===== src/rtl/pc_pkg.sv =====
// pc_pkg: shared definitions for the program-counter unit.
// Holds the next-PC mode encodings and the mode field width.
package pc_pkg;

   localparam int MODE_W = 3;

   typedef enum logic [MODE_W-1:0] {
      PC_SEQ    = 3'd0,
      PC_BRANCH = 3'd1,
      PC_JUMP   = 3'd2,
      PC_CALL   = 3'd3,
      PC_RET    = 3'd4
   } pc_mode_e;

endpackage


===== src/rtl/pc_ras.sv =====
// pc_ras: circular return-address stack with saturating count.
// Ports: clk, rst (sync, active-high), push, pop, push_data,
//        top (current top entry), full, empty, ovf/unf (1-cycle pulses).
module pc_ras
   import pc_pkg::*;
#(
   parameter int WIDTH     = 32,
   parameter int RAS_DEPTH = 4
) (
   input  logic             clk,
   input  logic             rst,
   input  logic             push,
   input  logic             pop,
   input  logic [WIDTH-1:0] push_data,
   output logic [WIDTH-1:0] top,
   output logic             full,
   output logic             empty,
   output logic             ovf,
   output logic             unf
);

   localparam int PW = $clog2(RAS_DEPTH);
   localparam int CW = PW + 1;
   localparam logic [CW-1:0] DEPTH_C = CW'(RAS_DEPTH);

   logic [WIDTH-1:0] mem [RAS_DEPTH];
   logic [PW-1:0]    tp;
   logic [PW-1:0]    tp_up;
   logic [PW-1:0]    tp_dn;
   logic [CW-1:0]    cnt;

   assign tp_up = tp + PW'(1);
   assign tp_dn = tp - PW'(1);
   assign top   = mem[tp];
   assign full  = (cnt == DEPTH_C);
   assign empty = (cnt == '0);

   // A push while full lands on tp+1, which is the oldest slot,
   // so overwrite-oldest falls out of the ring arithmetic.
   always_ff @(posedge clk) begin
      if (rst) begin
         tp  <= '0;
         cnt <= '0;
         ovf <= 1'b0;
         unf <= 1'b0;
      end else begin
         ovf <= push && full;
         unf <= pop && empty;
         if (push) begin
            tp <= tp_up;
            if (!full)
               cnt <= cnt + CW'(1);
         end else if (pop && !empty) begin
            tp  <= tp_dn;
            cnt <= cnt - CW'(1);
         end
      end
   end

   always_ff @(posedge clk) begin
      if (push)
         mem[tp_up] <= push_data;
   end

endmodule


===== src/rtl/pc_unit.sv =====
// pc_unit: program counter with SEQ/BRANCH/JUMP/CALL/RET and a RAS.
// Ports: clk, rst (sync, active-high), ena (0 = stall), mode, data_in;
//        data_out (PC), ras_empty, ras_full, ras_ovf, ras_unf, align_err.
// Macro PC_ALIGN_CHECK_EN enables rejection of misaligned targets.
module pc_unit
   import pc_pkg::*;
#(
   parameter int              WIDTH     = 32,
   parameter logic [WIDTH-1:0] RESET_VEC = '0,
   parameter int              INC       = 4,
   parameter int              RAS_DEPTH = 4
) (
   input  logic              clk,
   input  logic              rst,
   input  logic              ena,
   input  logic [MODE_W-1:0] mode,
   input  logic [WIDTH-1:0]  data_in,
   output logic [WIDTH-1:0]  data_out,
   output logic              ras_empty,
   output logic              ras_full,
   output logic              ras_ovf,
   output logic              ras_unf,
   output logic              align_err
);

   localparam logic [WIDTH-1:0] INC_V = WIDTH'(INC);

   logic [WIDTH-1:0] pc;
   logic [WIDTH-1:0] seq_pc;
   logic [WIDTH-1:0] next_pc;
   logic [WIDTH-1:0] ras_top;
   logic             want_push;
   logic             want_pop;
   logic             checked;
   logic             align_bad;
   logic             take;

   assign seq_pc   = pc + INC_V;
   assign data_out = pc;

   always_comb begin
      next_pc   = pc;
      want_push = 1'b0;
      want_pop  = 1'b0;
      checked   = 1'b0;
      case (mode)
         PC_SEQ: next_pc = seq_pc;
         PC_BRANCH: begin
            next_pc = pc + data_in;
            checked = 1'b1;
         end
         PC_JUMP: begin
            next_pc = data_in;
            checked = 1'b1;
         end
         PC_CALL: begin
            next_pc   = data_in;
            want_push = 1'b1;
            checked   = 1'b1;
         end
         PC_RET: begin
            // Empty stack degrades to sequential; pop still
            // issued so the RAS raises its underflow pulse.
            next_pc  = ras_empty ? seq_pc : ras_top;
            want_pop = 1'b1;
            checked  = 1'b1;
         end
         default: next_pc = pc;
      endcase
   end

`ifdef PC_ALIGN_CHECK_EN
   localparam logic [WIDTH-1:0] ALIGN_MASK = WIDTH'(INC - 1);

   assign align_bad = checked && ((next_pc & ALIGN_MASK) != '0);

   always_ff @(posedge clk) begin
      if (rst)
         align_err <= 1'b0;
      else
         align_err <= ena && align_bad;
   end
`else
   logic unused_checked;

   assign unused_checked = checked;
   assign align_bad      = 1'b0;
   assign align_err      = 1'b0;
`endif

   assign take = ena && !align_bad;

   always_ff @(posedge clk) begin
      if (rst)
         pc <= RESET_VEC;
      else if (take)
         pc <= next_pc;
   end

   pc_ras #(
      .WIDTH     (WIDTH),
      .RAS_DEPTH (RAS_DEPTH)
   ) u_ras (
      .clk       (clk),
      .rst       (rst),
      .push      (take && want_push),
      .pop       (take && want_pop),
      .push_data (seq_pc),
      .top       (ras_top),
      .full      (ras_full),
      .empty     (ras_empty),
      .ovf       (ras_ovf),
      .unf       (ras_unf)
   );

endmodule


===== config.mk =====
export PLATFORM = sky130hd
export DESIGN_NAME = pc_unit
export DESIGN_NICKNAME = d
export VERILOG_FILES = /design/src/rtl/pc_pkg.sv /design/src/rtl/pc_ras.sv /design/src/rtl/pc_unit.sv
export SDC_FILE = /design/constraint.sdc
export NUM_CORES = 1
export LEC_CHECK = 0
export CORE_ASPECT_RATIO = 1.1
export CORE_MARGIN = 3
export CORE_UTILIZATION = 64
export DETAILED_ROUTE_END_ITERATION = 7
export PLACE_DENSITY = 0.86
export SLEW_MARGIN = 20
export SYNTH_ARGS = -nofsm -noshare
export SYNTH_HDL_FRONTEND = slang
export SYNTH_SLANG_ARGS = --single-unit

===== constraint.sdc =====
create_clock -name clk -period 3.75 [get_ports clk]
set_input_delay 0.75 -clock clk [delete_from_list [all_inputs] [get_ports clk]]
set_output_delay 0.75 -clock clk [all_outputs]
set_load 0.01 [all_outputs]

Yosys cells after proc, flatten, opt, wreduce, memory -nomap -nowiden
Memory sizes are Yosys's and may differ from the RTL's. A register that Yosys moved wholly into a read port is not among the register bits.
Cells that the tools add are included.
{"block": "word_totals", "regBits": 39, "ramBits": 128, "output_inout_bits": 37, "wordCells": 44, "n_memories": 1}
{"block": "op_classes", "addsub": 6, "eq_ne": 6, "mux": 13, "reduce_logical": 13}
{"name": "u_ras.mem", "depth": 4, "word_bits": 32, "read_ports": 1, "rd_clocked_by_memory_dff": 1, "wr": 1, "line": "pc_ras.sv:26", "text": "logic [WIDTH-1:0] mem [RAS_DEPTH];"}
{"operator": "case mux 32 bit (4 select lines)", "count": 1}
{"operator": "adder 32 x 3 -> 32 bit, second input constant", "count": 1}
{"operator": "adder 32 bit", "count": 1}
{"operator": "2-to-1 mux 32 bit", "count": 1}
{"operator": "2-to-1 mux 3 bit", "count": 3}
{"operator": "2-to-1 mux 2 bit", "count": 4}
{"operator": "equality test 3 x 2 -> 1 bit, second input constant", "count": 2}
{"operator": "equality test 3 bit, second input constant", "count": 2}
{"operator": "logical NOT 3 bit", "count": 2}
{"operator": "logical AND 1 bit", "count": 5}
{"operator": "2-to-1 mux 1 bit", "count": 4}
{"operator": "AND reduction 2 bit", "count": 2}
{"operator": "nonzero test 4 bit", "count": 1}
{"operator": "adder 3 x 1 -> 3 bit, second input constant", "count": 1}
{"operator": "equality test 3 x 1 -> 1 bit, second input constant", "count": 1}
{"operator": "subtractor 3 x 1 -> 3 bit, second input constant", "count": 1}
{"operator": "adder 2 x 1 -> 2 bit, second input constant", "count": 1}
{"operator": "inequality test 2 bit, second input constant", "count": 1}
{"operator": "nonzero test 2 bit", "count": 1}
{"operator": "OR reduction 2 bit", "count": 1}
{"operator": "subtractor 2 x 1 -> 2 bit, second input constant", "count": 1}
{"operator": "logical NOT 1 bit", "count": 1}

Depth between registers and ports, before layout
{"block": "depth", "ltp_word": 8, "mapped_depth": 10, "ltp_nobuf": 10}

Cells and area by module
Synthesis repeated with hierarchy kept, for this count alone.
{"block": "unflattened", "cells_unflattened": 775, "hier_area_um2": 9277.6}
{"mod": "pc_ras", "instances": 1, "cells_per_inst": 221, "area_per_inst_um2": 5086.1, "seq_area_each_um2": 4023.9}
{"mod": "pc_unit", "instances": 1, "cells_per_inst": 554, "area_per_inst_um2": 4191.5, "seq_area_each_um2": 640.6}

Worst setup path after synthesis
OpenSTA, ideal clock, no wires.
{"block": "synth_timing", "path_type": "input-to-reg", "from": "input data_in[0]", "to": "register pc[22], in the netlist data_out[22]", "setup_ps": 127, "arrival_ps": 2651, "path_slack_ps": 972, "stages": 10, "n_path_buf": 0, "path_cell_list": "ha_1 -> inv_1 -> fa_1 -> and2b_1 -> o2111ai_1 -> a21oi_2 -> o21a_1 -> o21ai_2 -> and3_1 -> or3_1"}
{"block": "synth_between", "elab_chain_len": 2}
{"item": "from (decl)", "line": "pc_unit.sv:17", "text": "input logic [WIDTH-1:0] data_in,"}
{"item": "adder 32 bit", "line": "pc_unit.sv:49", "text": "next_pc = pc + data_in;"}
{"item": "case mux 32 bit (4 select lines)", "line": "pc_unit.sv:46", "text": "case (mode)"}
{"item": "to (signal assigned)", "line": "pc_unit.sv:97", "text": "pc <= next_pc;"}
{"item": "to (decl)", "line": "pc_unit.sv:28", "text": "logic [WIDTH-1:0] pc;"}
Every way passes these cells.
A chain may end at the register's enable or synchronous reset.

Final worst setup path
Ends and elaborated chain as after synthesis.

==> flow_summary.ini <==
[outcome]
status = completed

[timing]
fin_crit_sh_pct = 85.1
fin_hold_ws_ns = 0.535
setup-tns-final_ns = 0
finalSetupViolCount = 0
slew_violations = 0
fin_skew_ns = 0.00911
hold_violations = 0
worstMarginPinSlew_ns = 0.760
setup_slack_ns = 0.560
relSlewSlack_pct = 49.0
fmax_mhz = 313
fin_crit_ns = 3.19
rsz0062_at_grt = false

[yosys]
synthesis.nets = 897
synth_fa_ha_area_share_pct = 5.15
synth_seq_cells = 169
synth_mux_area_share_pct = 8.20
synth-edff-count = 128
yosysTopAreaCellShare_pct = 40.4
ys_types = 83
synth_top_family_by_area = compound AO/OA/AOI/OAI gates
yosys_most_used_dff = edfxtp_1
syn_area_um2 = 9520
synth_xor_area_share_pct = 4.56
ys_seq_area_share_pct = 49.0
yosys.area_share.simple_pct = 13.8
yosys_warnings = 0
async_reset_ff_share_pct = 0
yosys.area.top_type = edfxtp_1
synth_compound_area_share_pct = 16.2
syn-mean-instance-area_um2 = 11.6
syn_inst = 821
synthTopCellsByArea = edfxtp_1 (40%), dfxtp_1 (8.6%), mux4_2 (7.6%)

[detailed_routing]
wl_per_cell_um = 25.7
drc = 0
finalWirelength_um = 28100
ant_nets = 0
drtIter0Drc = 1038
vias = 7782
drt_pass1_iterations = 6
vias_per_cell = 7.11

[critical_path]
cp-end-kind = register
crit_fanout = 6
worstSetupPathType = in2reg
critPathLaunchType = input port
critPathRequiredTime_ns = 4.13
cp.arrival_ns = 3.57

[place]
dp_hpwl_um = 19200
portBuffers = 73
globalplace.congestion = 1.02
dp.cells = 1063
dp_slack_ns = 0.142

[die]
start_util_pct = 65.7
ioPinCount = 75
core_um2 = 14500
die_w_um = 122
fp-row-count = 46
die_area_um2 = 16400
die_h_um = 134

[final_layout]
num-fill-cells = 933
diodes = 0
fin_nets = 966
instances_no_fill = 1095
syn_to_final_growth_pct = 15.7
final_core_util_pct = 76.0
drive_gt1_share_pct = 12.4

[clock_tree]
post_cts_resized = 0
clock_sinks = 169
clk_latency_ns = 0.43
cts_setup_buffers = 0
cts_buffers = 17
htreeDepth = 4
clock_tree.buffer_depth = 2
holdBufCountCts = 0
cts_tree = built
root_buffer = clkbuf_16
clkTransAtPathRegs_ns = 0.07

[power_and_ir_drop]
vdd.ir_drop.worst_mv = 0.302
p_leak_nw = 3.93
power_density_nw_per_um2 = 431

[grt]
antenna_found_initial = 0
first_global_vias = 7979
grtUsageTotal_pct = 35.3
grt_first_pass_wirelength_um = 43500
gr-total-overflow = 0
grt_max_degree = 34

[job]
drv_cap = 0

[hold_path]
hold_class = reg2reg
area by class of cell:
cell class | instances | area [um^2] | share of cell area [%]
flip-flops and latches | 169 | 4670 | 42.3
well taps | 192 | 240 | 2.18
repair buffers | 96 | 903 | 8.20
inverters | 14 | 52.6 | 0.477
clock buffers | 17 | 425 | 3.86
clock inverters | 15 | 166 | 1.51
multi-input cells | 592 | 4570 | 41.5
synth_stat cells, types with 8 or more instances:
master / count
a21o_1: 11
a21oi_1: 56
a221o_1: 16
a221oi_1: 17
a311oi_1: 11
and2_1: 11
and3_1: 11
buf_2: 11
clkbuf_1: 19
dfxtp_1: 41
edfxtp_1: 128
ha_1: 36
inv_1: 14
mux4_2: 32
nand2_1: 69
nand3_1: 20
nand4_1: 14
nor2_1: 65
nor3_1: 13
o211ai_1: 11
o21ai_0: 28
or3_1: 8
xnor2_1: 26
xor2_1: 18
critical path, stage by stage:
cell	delay, ns
clkdlybuf4s50_1	0.48
ha_1	0.21
inv_1	0.07
fa_1	0.40
and2b_1	0.24
o2111ai_1	0.18
a21oi_2	0.32
o21a_1	0.20
o21ai_2	0.10
a2111oi_1	0.45
or3_1	0.17
worst paths after layout:
check,startpoint,end,slack (ns),cells past startpoint
worst max register to register,data_out[0],data_out[22],0.83,10
worst min-delay path,u_ras.cnt[2],u_ras.cnt[2],0.53,2
worst max-delay path,data_in[0],data_out[22],0.56,11
worst min register to register,u_ras.cnt[2],u_ras.cnt[2],0.53,2
layout by cell type (no fill, tap or decap), types with 4 or more instances in the layout:
cell / instances
a21oi_1: 56
nor2_1: 65
a31oi_1: 7
clkdlybuf4s50_1: 73
o21ai_0: 28
and4_1: 5
xnor2_1: 26
nor3b_1: 4
a311oi_1: 11
o211ai_1: 11
o31ai_1: 6
nor3_1: 13
mux2i_1: 6
a221oi_1: 17
edfxtp_1: 128
a21o_1: 11
xor2_1: 18
mux4_2: 32
and3_1: 11
nor4_1: 6
and2_1: 11
nand2b_1: 6
o21a_1: 7
or3_1: 8
dfxtp_1: 40
inv_8: 4
nand3_1: 20
a221o_1: 16
buf_4: 23
ha_1: 36
clkbuf_16: 17
nand2_1: 69
nand4_1: 14
inv_1: 14
registers in the layout, indices dropped and copies added, names as in the netlist, named ones only:
name and cells:
u_ras.mem 128, data_out 32, u_ras.cnt 3, u_ras.tp 2, u_ras.ovf 1, u_ras.unf 1
cells by family (layout without fill, tap and decap cells):
| group | after synthesis | in the layout |
|---|---|---|
| buffers and inverters | 60 | 142 |
| XOR/XNOR | 47 | 47 |
| adder cells (fa/ha/maj) | 38 | 38 |
| multiplexers | 38 | 38 |
| flip-flops | 169 | 169 |
| other | 1 | 1 |
| AND/OR/NAND/NOR | 253 | 253 |
| AO/OA/AOI/OAI | 215 | 215 |
where the power goes:
group	switching (mW)	internal, mW	total, mW
Clock	0.785	0.998	1.78
Sequential	0.0746	2.07	2.14
Combinational	0.482	0.339	0.821
layer usage:
metal  vias to the layer above  part of all wire, %  global-route usage [%]  wire, um
met5                         -                    0                       0         0
met4                         0                  5.1                    20.9      1420
met3                       110                  9.1                    6.62      2560
met2                       554                   50                    57.8     13900
met1                      3766                   36                    43.6     10200
li1                       3352                    -                       -         -
per-stage QoR:
step	power, mW	cell area [um^2]
CTS	4.73	11000
global route	4.89	11000
detailed placement	2.97	10400
finish	4.75	11000
floorplan	2.68	9520
global placement	2.95	10400
Power figures use the tool's default switching activity.
